--- src/rtl/datapath_if.sv ---
// Memory handshake bundle between the datapath (master) and the memory (slave).
interface datapath_if #(parameter int BITS = 8);
    logic            o_mem_req;
    logic            o_mem_we;
    logic [BITS-1:0] o_mem_addr;
    logic [BITS-1:0] o_mem_wdata;
    logic [BITS-1:0] i_mem_rdata;
    logic            i_mem_ack;

    modport master (
        output o_mem_req, o_mem_we, o_mem_addr, o_mem_wdata,
        input  i_mem_rdata, i_mem_ack
    );

    modport slave (
        input  o_mem_req, o_mem_we, o_mem_addr, o_mem_wdata,
        output i_mem_rdata, i_mem_ack
    );
endinterface

--- src/rtl/datapath.sv ---
// Accumulator-machine datapath: PC/MAR/MDR/ACC/IR registers, add/sub ALU and a
// three-state memory handshake FSM with latched address and write data.
module datapath #(
    parameter int BITS = 8
) (
    input  logic            i_clk,
    input  logic            i_rst_n,
    input  logic            i_ld_mar,
    input  logic            i_ld_pc,
    input  logic            i_ld_acc,
    input  logic            i_ld_ir,
    input  logic            i_ld_mdr,
    input  logic            i_st_acc,
    input  logic            i_mux_pc_ird,
    input  logic            i_mux_ir_p1,
    input  logic            i_mux_mdr_alur,
    input  logic            i_alu_ctrl,
    output logic [BITS-1:0] o_opcode,
    output logic            o_acc_zero,
    output logic            o_carry,
    output logic            o_busy,
    output logic            o_done,
    datapath_if.master      mem
);

    typedef enum logic [1:0] {IDLE, RD_WAIT, WR_WAIT} state_t;

    state_t          state_reg;
    logic [BITS-1:0] pc_reg;
    logic [BITS-1:0] mar_reg;
    logic [BITS-1:0] mdr_reg;
    logic [BITS-1:0] acc_reg;
    logic [BITS-1:0] ir_reg;
    logic            carry_reg;
    logic            req_reg;
    logic            we_reg;
    logic            done_reg;
    logic [BITS-1:0] addr_reg;
    logic [BITS-1:0] wdata_reg;

    logic [BITS-1:0] operand;
    logic [BITS:0]   alu_full;

    // Top bit of the widened difference is the borrow, so one expression serves both ops.
    assign operand  = {{3{1'b0}}, ir_reg[BITS-4:0]};
    assign alu_full = i_alu_ctrl ? ({1'b0, acc_reg} - {1'b0, mdr_reg})
                                 : ({1'b0, acc_reg} + {1'b0, mdr_reg});

    always_ff @(posedge i_clk) begin
        if (!i_rst_n) begin
            state_reg <= IDLE;
            pc_reg    <= '0;
            mar_reg   <= '0;
            mdr_reg   <= '0;
            acc_reg   <= '0;
            ir_reg    <= '0;
            carry_reg <= 1'b0;
            req_reg   <= 1'b0;
            we_reg    <= 1'b0;
            done_reg  <= 1'b0;
            addr_reg  <= '0;
            wdata_reg <= '0;
        end else begin
            if (i_ld_mar)
                mar_reg <= i_mux_pc_ird ? operand : pc_reg;
            if (i_ld_pc)
                pc_reg <= i_mux_ir_p1 ? operand : pc_reg + BITS'(1);
            if (i_ld_ir)
                ir_reg <= mdr_reg;
            if (i_ld_acc) begin
                if (i_mux_mdr_alur) begin
                    acc_reg   <= alu_full[BITS-1:0];
                    carry_reg <= alu_full[BITS];
                end else begin
                    acc_reg <= mdr_reg;
                end
            end

            done_reg <= 1'b0;
            // Requests while busy are dropped; a read wins over a simultaneous write.
            unique case (state_reg)
                IDLE: begin
                    if (i_ld_mdr) begin
                        state_reg <= RD_WAIT;
                        req_reg   <= 1'b1;
                        we_reg    <= 1'b0;
                        addr_reg  <= mar_reg;
                    end else if (i_st_acc) begin
                        state_reg <= WR_WAIT;
                        req_reg   <= 1'b1;
                        we_reg    <= 1'b1;
                        addr_reg  <= mar_reg;
                        wdata_reg <= acc_reg;
                    end
                end
                RD_WAIT: begin
                    if (mem.i_mem_ack) begin
                        mdr_reg   <= mem.i_mem_rdata;
                        state_reg <= IDLE;
                        req_reg   <= 1'b0;
                        done_reg  <= 1'b1;
                    end
                end
                WR_WAIT: begin
                    if (mem.i_mem_ack) begin
                        state_reg <= IDLE;
                        req_reg   <= 1'b0;
                        we_reg    <= 1'b0;
                        done_reg  <= 1'b1;
                    end
                end
                default: state_reg <= IDLE;
            endcase
        end
    end

    assign o_opcode        = ir_reg;
    assign o_acc_zero      = (acc_reg == '0);
    assign o_carry         = carry_reg;
    assign o_busy          = (state_reg != IDLE);
    assign o_done          = done_reg;
    assign mem.o_mem_req   = req_reg;
    assign mem.o_mem_we    = we_reg;
    assign mem.o_mem_addr  = addr_reg;
    assign mem.o_mem_wdata = wdata_reg;

endmodule

--- src/flat_wrapper.sv ---
// flat-port wrapper written by rule: the top's interface ports become plain ports
module datapath_flat 
#(
    parameter int BITS = 8
)
  (i_clk, i_rst_n, i_ld_mar, i_ld_pc, i_ld_acc, i_ld_ir, i_ld_mdr, i_st_acc, i_mux_pc_ird, i_mux_ir_p1, i_mux_mdr_alur, i_alu_ctrl, o_opcode, o_acc_zero, o_carry, o_busy, o_done, mem_o_mem_req, mem_o_mem_we, mem_o_mem_addr, mem_o_mem_wdata, mem_i_mem_rdata, mem_i_mem_ack);
  datapath_if #(.BITS(BITS)) mem_i ();
  input  logic i_clk;
  input  logic i_rst_n;
  input  logic i_ld_mar;
  input  logic i_ld_pc;
  input  logic i_ld_acc;
  input  logic i_ld_ir;
  input  logic i_ld_mdr;
  input  logic i_st_acc;
  input  logic i_mux_pc_ird;
  input  logic i_mux_ir_p1;
  input  logic i_mux_mdr_alur;
  input  logic i_alu_ctrl;
  output logic [BITS-1:0] o_opcode;
  output logic o_acc_zero;
  output logic o_carry;
  output logic o_busy;
  output logic o_done;
  output wire logic [$bits(mem_i.o_mem_req)-1:0] mem_o_mem_req;
  output wire logic [$bits(mem_i.o_mem_we)-1:0] mem_o_mem_we;
  output wire logic [$bits(mem_i.o_mem_addr)-1:0] mem_o_mem_addr;
  output wire logic [$bits(mem_i.o_mem_wdata)-1:0] mem_o_mem_wdata;
  input wire logic [$bits(mem_i.i_mem_rdata)-1:0] mem_i_mem_rdata;
  input wire logic [$bits(mem_i.i_mem_ack)-1:0] mem_i_mem_ack;
  assign mem_o_mem_req = mem_i.o_mem_req;
  assign mem_o_mem_we = mem_i.o_mem_we;
  assign mem_o_mem_addr = mem_i.o_mem_addr;
  assign mem_o_mem_wdata = mem_i.o_mem_wdata;
  assign mem_i.i_mem_rdata = mem_i_mem_rdata;
  assign mem_i.i_mem_ack = mem_i_mem_ack;
  datapath #(.BITS(BITS)) u_core (.i_clk(i_clk), .i_rst_n(i_rst_n), .i_ld_mar(i_ld_mar), .i_ld_pc(i_ld_pc), .i_ld_acc(i_ld_acc), .i_ld_ir(i_ld_ir), .i_ld_mdr(i_ld_mdr), .i_st_acc(i_st_acc), .i_mux_pc_ird(i_mux_pc_ird), .i_mux_ir_p1(i_mux_ir_p1), .i_mux_mdr_alur(i_mux_mdr_alur), .i_alu_ctrl(i_alu_ctrl), .o_opcode(o_opcode), .o_acc_zero(o_acc_zero), .o_carry(o_carry), .o_busy(o_busy), .o_done(o_done), .mem(mem_i));
endmodule
--- config.mk ---
export PLATFORM = sky130hd
export DESIGN_NAME = datapath_flat
export DESIGN_NICKNAME = d
export VERILOG_FILES = /design/src/rtl/datapath_if.sv /design/src/rtl/datapath.sv /design/src/flat_wrapper.sv
export SDC_FILE = /design/constraint.sdc
export NUM_CORES = 1
export LEC_CHECK = 0
export CAP_MARGIN = 20
export CORE_MARGIN = 2
export CORE_UTILIZATION = 46
export CTS_CLUSTER_DIAMETER = 40
export DETAILED_ROUTE_END_ITERATION = 8
export PLACE_DENSITY = 0.78
export SLEW_MARGIN = 20
export SYNTH_ARGS = -nofsm -noshare
export SYNTH_HDL_FRONTEND = slang
export SYNTH_SLANG_ARGS = --single-unit
--- constraint.sdc ---
create_clock -name i_clk -period 5.6 [get_ports i_clk]
set_clock_uncertainty 0.1 [all_clocks]
set_input_delay 1.12 -clock i_clk [delete_from_list [all_inputs] [get_ports i_clk]]
set_output_delay 1.12 -clock i_clk [all_outputs]
set_load 0.02 [all_outputs]
# Yosys cells after proc, flatten, opt, wreduce, memory -nomap -nowiden
# Cells that the tools add are included.
# classes
addsub	3
n_eq_ne	5
muxes	17
n_bitwise	1
n_reduce_logical	15
# ops
operator	n
$mux 8	5
$reduce_and 2->1	5
$add 8x8->9	1
$mux 9	1
$reduce_and 3->1	3
$sub 8x8->9	1
$add 8x1->8 const B	1
$logic_not 8->1	1
$reduce_bool 2->1	4
$mux 2	3
$mux 1	5
$pmux 1 s2	2
$pmux 2 s2	1
$ne 3x3->1 const B	1
$eq 2x1->1 const B	1
$eq 2x2->1 const B	1
$logic_not 2->1	1
$ne 2x1->1 const B	1
$ne 2x2->1 const B	1
$reduce_or 2->1	1
$not 1->1	1
# totals
ff_bits	62
input_bits	21

# Logic depth before layout (Yosys ltp)
# logic_depth
ltp_word	4
ltp_mapped	10
mapped_depth_nobuf	10

# Worst setup path before layout
# Ideal clock, no wire load.
# synth_path
path_kind	input to register
startpoint	in i_alu_ctrl
endpoint	reg u_core.acc_reg[3]
setup_ns	0.115
arrival_ns	2.801
required_ns	5.385
path_slack_ns	2.585
stages	9
path_buffers	1
path_cell_list	buf_2 mux2_2 inv_1 ha_1 nor2b_1 o21a_1 or3_1 and3_1 o21a_1
# synth_between
elab_chain_len	2
# synth_lines
item	line_no	rtl
start: declaration	flat_wrapper.sv:19	input logic i_alu_ctrl;
$mux 9	datapath.sv:46	assign alu_full = i_alu_ctrl ? ({1'b0, acc_reg} - {1'b0, mdr_reg})
$mux 8	datapath.sv:71	if (i_mux_mdr_alur) begin
end signal: assignment	datapath.sv:72	acc_reg <= alu_full[BITS-1:0];
end signal: assignment	datapath.sv:75	acc_reg <= mdr_reg;
end: declaration	datapath.sv:32	logic [BITS-1:0] acc_reg;
# No other way between the ends.
# A chain may end at the register's enable or synchronous reset.

# Worst setup path in the final report
# Same ends and word-level chain as after synthesis.

==> flow_summary.yaml <==
floorplanning:
  placementRows: 30
  die_h_um: 86.74
  die-area_um2: 7524
  coreArea_um2: 6719
  start_util_pct: 46.87
  pin_count: 51
  fp.dieW_um: 86.74
job:
  maxCapViolations: 0
clock_tree:
  path_clk_slew_ps: 70
  clk_latency_ps: 330
  postCtsHoldBufs: 0
  cts_resized: 0
  clock-sinks: 62
  numCtsBuffers: 9
  cts_setup_buffers: 0
  cts-root-buf: "clkbuf_8"
  cts_tree: "done"
  cts_max_level: 3
  cts.path.max_buffers: 2
grt:
  grt_first_pass_wirelength_um: 11310
  grt_max_degree: 41
  antenna_found_initial: 0
  grt_use_total_pct: 18.78
  overflow: 0
  grt_pass1_vias: 2387
worst_hold_path:
  min_from: "u_core.mem.o_mem_wdata[0]"
  whs_endpoint: "u_core.mem.o_mem_wdata[0]"
  min_path_cells: 2
  hp-class: "reg -> reg"
timing:
  slew_violations: 0
  setup_violations: 0
  tightest_slew_ps: 993.3
  min_period_ps: 3286
  rsz0062_at_grt: "no"
  fin_crit_sh_pct: 58.69
  fin_setup_tns_ps: 0
  max_freq_mhz: 304.3
  hold_viol: 0
  worst_slack_ps: 2314
  relSlewSlack_pct: 33.33
yosys:
  synth_top_cell_by_area: "dfxtp_1"
  syn_inst: 362
  ys_types: 43
  synthesis.area_um2: 3149
  synth_edf_count: 0
  synth-main-ff-cell: "dfxtp_1"
  netlist.area_leader.share_pct: 39.41
  synth-seq-area-share_pct: 39.41
  synth.most_common_cell: "dfxtp_1"
  yosys-top-cells-area: "dfxtp_1 (39%), mux2i_1 (7.6%), ha_1 (5.2%)"
  synth_nets: 397
  synth_warnings: 0
  synthTopCellsByCount: "dfxtp_1 (62), nand2_1 (42), nor2b_1 (25)"
  async_reset_ff_share_pct: 0
  synth_seq_cells: 62
  postSynthAreaPerCell_um2: 8.700
power:
  p_leak_uw: 0.001525
  p_per_area_nw_per_um2: 281.4
  p_seq_share_pct: 44.2
  p_sw_share_pct: 29.67
  ir_drop_mv: 0.1682
  p_comb_share_pct: 22.5
  p_clk_share_pct: 33.3
  power.internal_uw: 764.5
  power.switching_uw: 322.6
  fin_total_pwr_uw: 1087
critical_path:
  endpoint_kind: "flip-flop"
  start_kind: "input pin"
  rrSetupSlack_ps: 2980
  r2r_start: "u_core.mdr_reg[1]"
  critPathLaunch: "i_alu_ctrl"
  worstReg2RegEnd: "u_core.acc_reg[3]"
  critPathKind: "in -> reg"
  r2r_cells: 10
  crit_required_ps: 5730
  cp.arrival_ps: 3410
  cp_max_fo: 8
final_layout:
  syn_to_final_growth_pct: 22.65
  num_antenna_cells: 0
  fin_area_um2: 3862
  fillers: 593
  fin_util_pct: 57.49
  finalNetCount: 440
  drive_gt1_share_pct: 5.854
outcome:
  outcome: "complete, no violations"
drt:
  num_vias: 2654
  drt_wl_total_um: 6762
  drtIter0Drc: 152
  wire_per_inst_um: 13.80
  drc_errors: 0
  dr.pass1.iters: 4
  via_per_inst: 5.416
  ant_nets: 0
placed_design:
  portBuffers: 50
  dpl.hpwl_um: 4847
  place_congestion: 0.8641
  pre_cts_ws_ps: 1975
  dpl-instance-area_um2: 3681
[power groups by stage]
stage / registers, µW / clock network [µW] / logic (µW)
after floorplan: 492 / 0 / 172
after global placement: 489 / 0 / 238
after detailed placement: 490 / 0 / 243
after CTS: 480 / 367 / 245
after global routing: 482 / 389 / 271
final: 480 / 362 / 245
[cell type report]
class	count	area [µm²]	share of cell area, %
Multi-Input combinational cell	267	1779	46.06
Clock inverter	4	31.28	0.8098
Sequential cell	62	1241	32.13
Inverter	14	52.55	1.361
Clock buffer	12	155.1	4.017
Timing Repair Buffer	51	503.0	13.02
Tap cell	80	100.1	2.592
[worst max path at each step]
| stage | end | slack, ps | depth (start not counted) |
|---|---|---|---|
| final | u_core.acc_reg[3] | 2310 | 9 |
| after global routing | u_core.acc_reg[7] | 2200 | 9 |
| after CTS | u_core.acc_reg[3] | 2320 | 9 |
| after detailed placement | u_core.acc_reg[3] | 1970 | 9 |
| after global placement | u_core.acc_reg[6] | 2040 | 8 |
| after floorplan | u_core.acc_reg[3] | 2580 | 9 |
[through the flow]
step / hold WS (ps) / cells
2_1_floorplan: 371.5 / 362
3_3_place_gp: 358.0 / 474
3_5_place_dp: 362.4 / 474
4_1_cts: 372.0 / 490
5_1_grt: 386.8 / 490
6_report: 365.8 / 490
[cell families (layout without fill, tap and decap cells)]
family | Yosys count | count (layout) | share of synthesized area, %
simple gates | 135 | 135 | 21.57
compound gates | 79 | 79 | 17.24
flops | 62 | 62 | 39.41
buf+inv | 33 | 81 | 4.092
mux | 25 | 25 | 7.986
fa+ha+maj | 14 | 14 | 5.801
xor+xnor | 14 | 14 | 3.894
[metal layers]
metal | global-route usage (%) | up-vias | wire [µm]
met4 | 7.386 | 0 | 89
met2 | 29.72 | 57 | 3165
li1 | - | 1345 | -
met3 | 3.333 | 10 | 234
met1 | 25.48 | 1242 | 3273
met5 | 0 | - | 0
[cell usage in the layout, fill, tap and decap left out, types with 2 or more instances in the layout]
cell type,n
a21boi_0,16
a21o_1,3
a21oi_1,15
a22o_1,3
a22oi_1,4
a31oi_1,3
and2_1,6
and3_1,5
clkbuf_8,11
clkdlybuf4s50_1,49
clkinvlp_4,3
dfxtp_1,62
ha_1,13
inv_1,14
mux2i_1,24
nand2_1,42
nand2b_1,2
nand3_1,17
nand4_1,2
nor2_1,24
nor2b_1,25
nor3_1,4
o211a_1,8
o21a_1,3
o21ai_0,12
o22ai_1,5
o31ai_1,2
or4_1,2
xnor2_1,9
xor2_1,5
[worst max-delay path, cell delays in order]
cell and delay, ps:
clkdlybuf4s50_1 620, mux2_2 400, inv_1 70, ha_1 210
nor2b_1 150, o21a_1 180, or3_1 310, and3_1 190
o21a_1 180
Power figures use the tool's default switching activity.
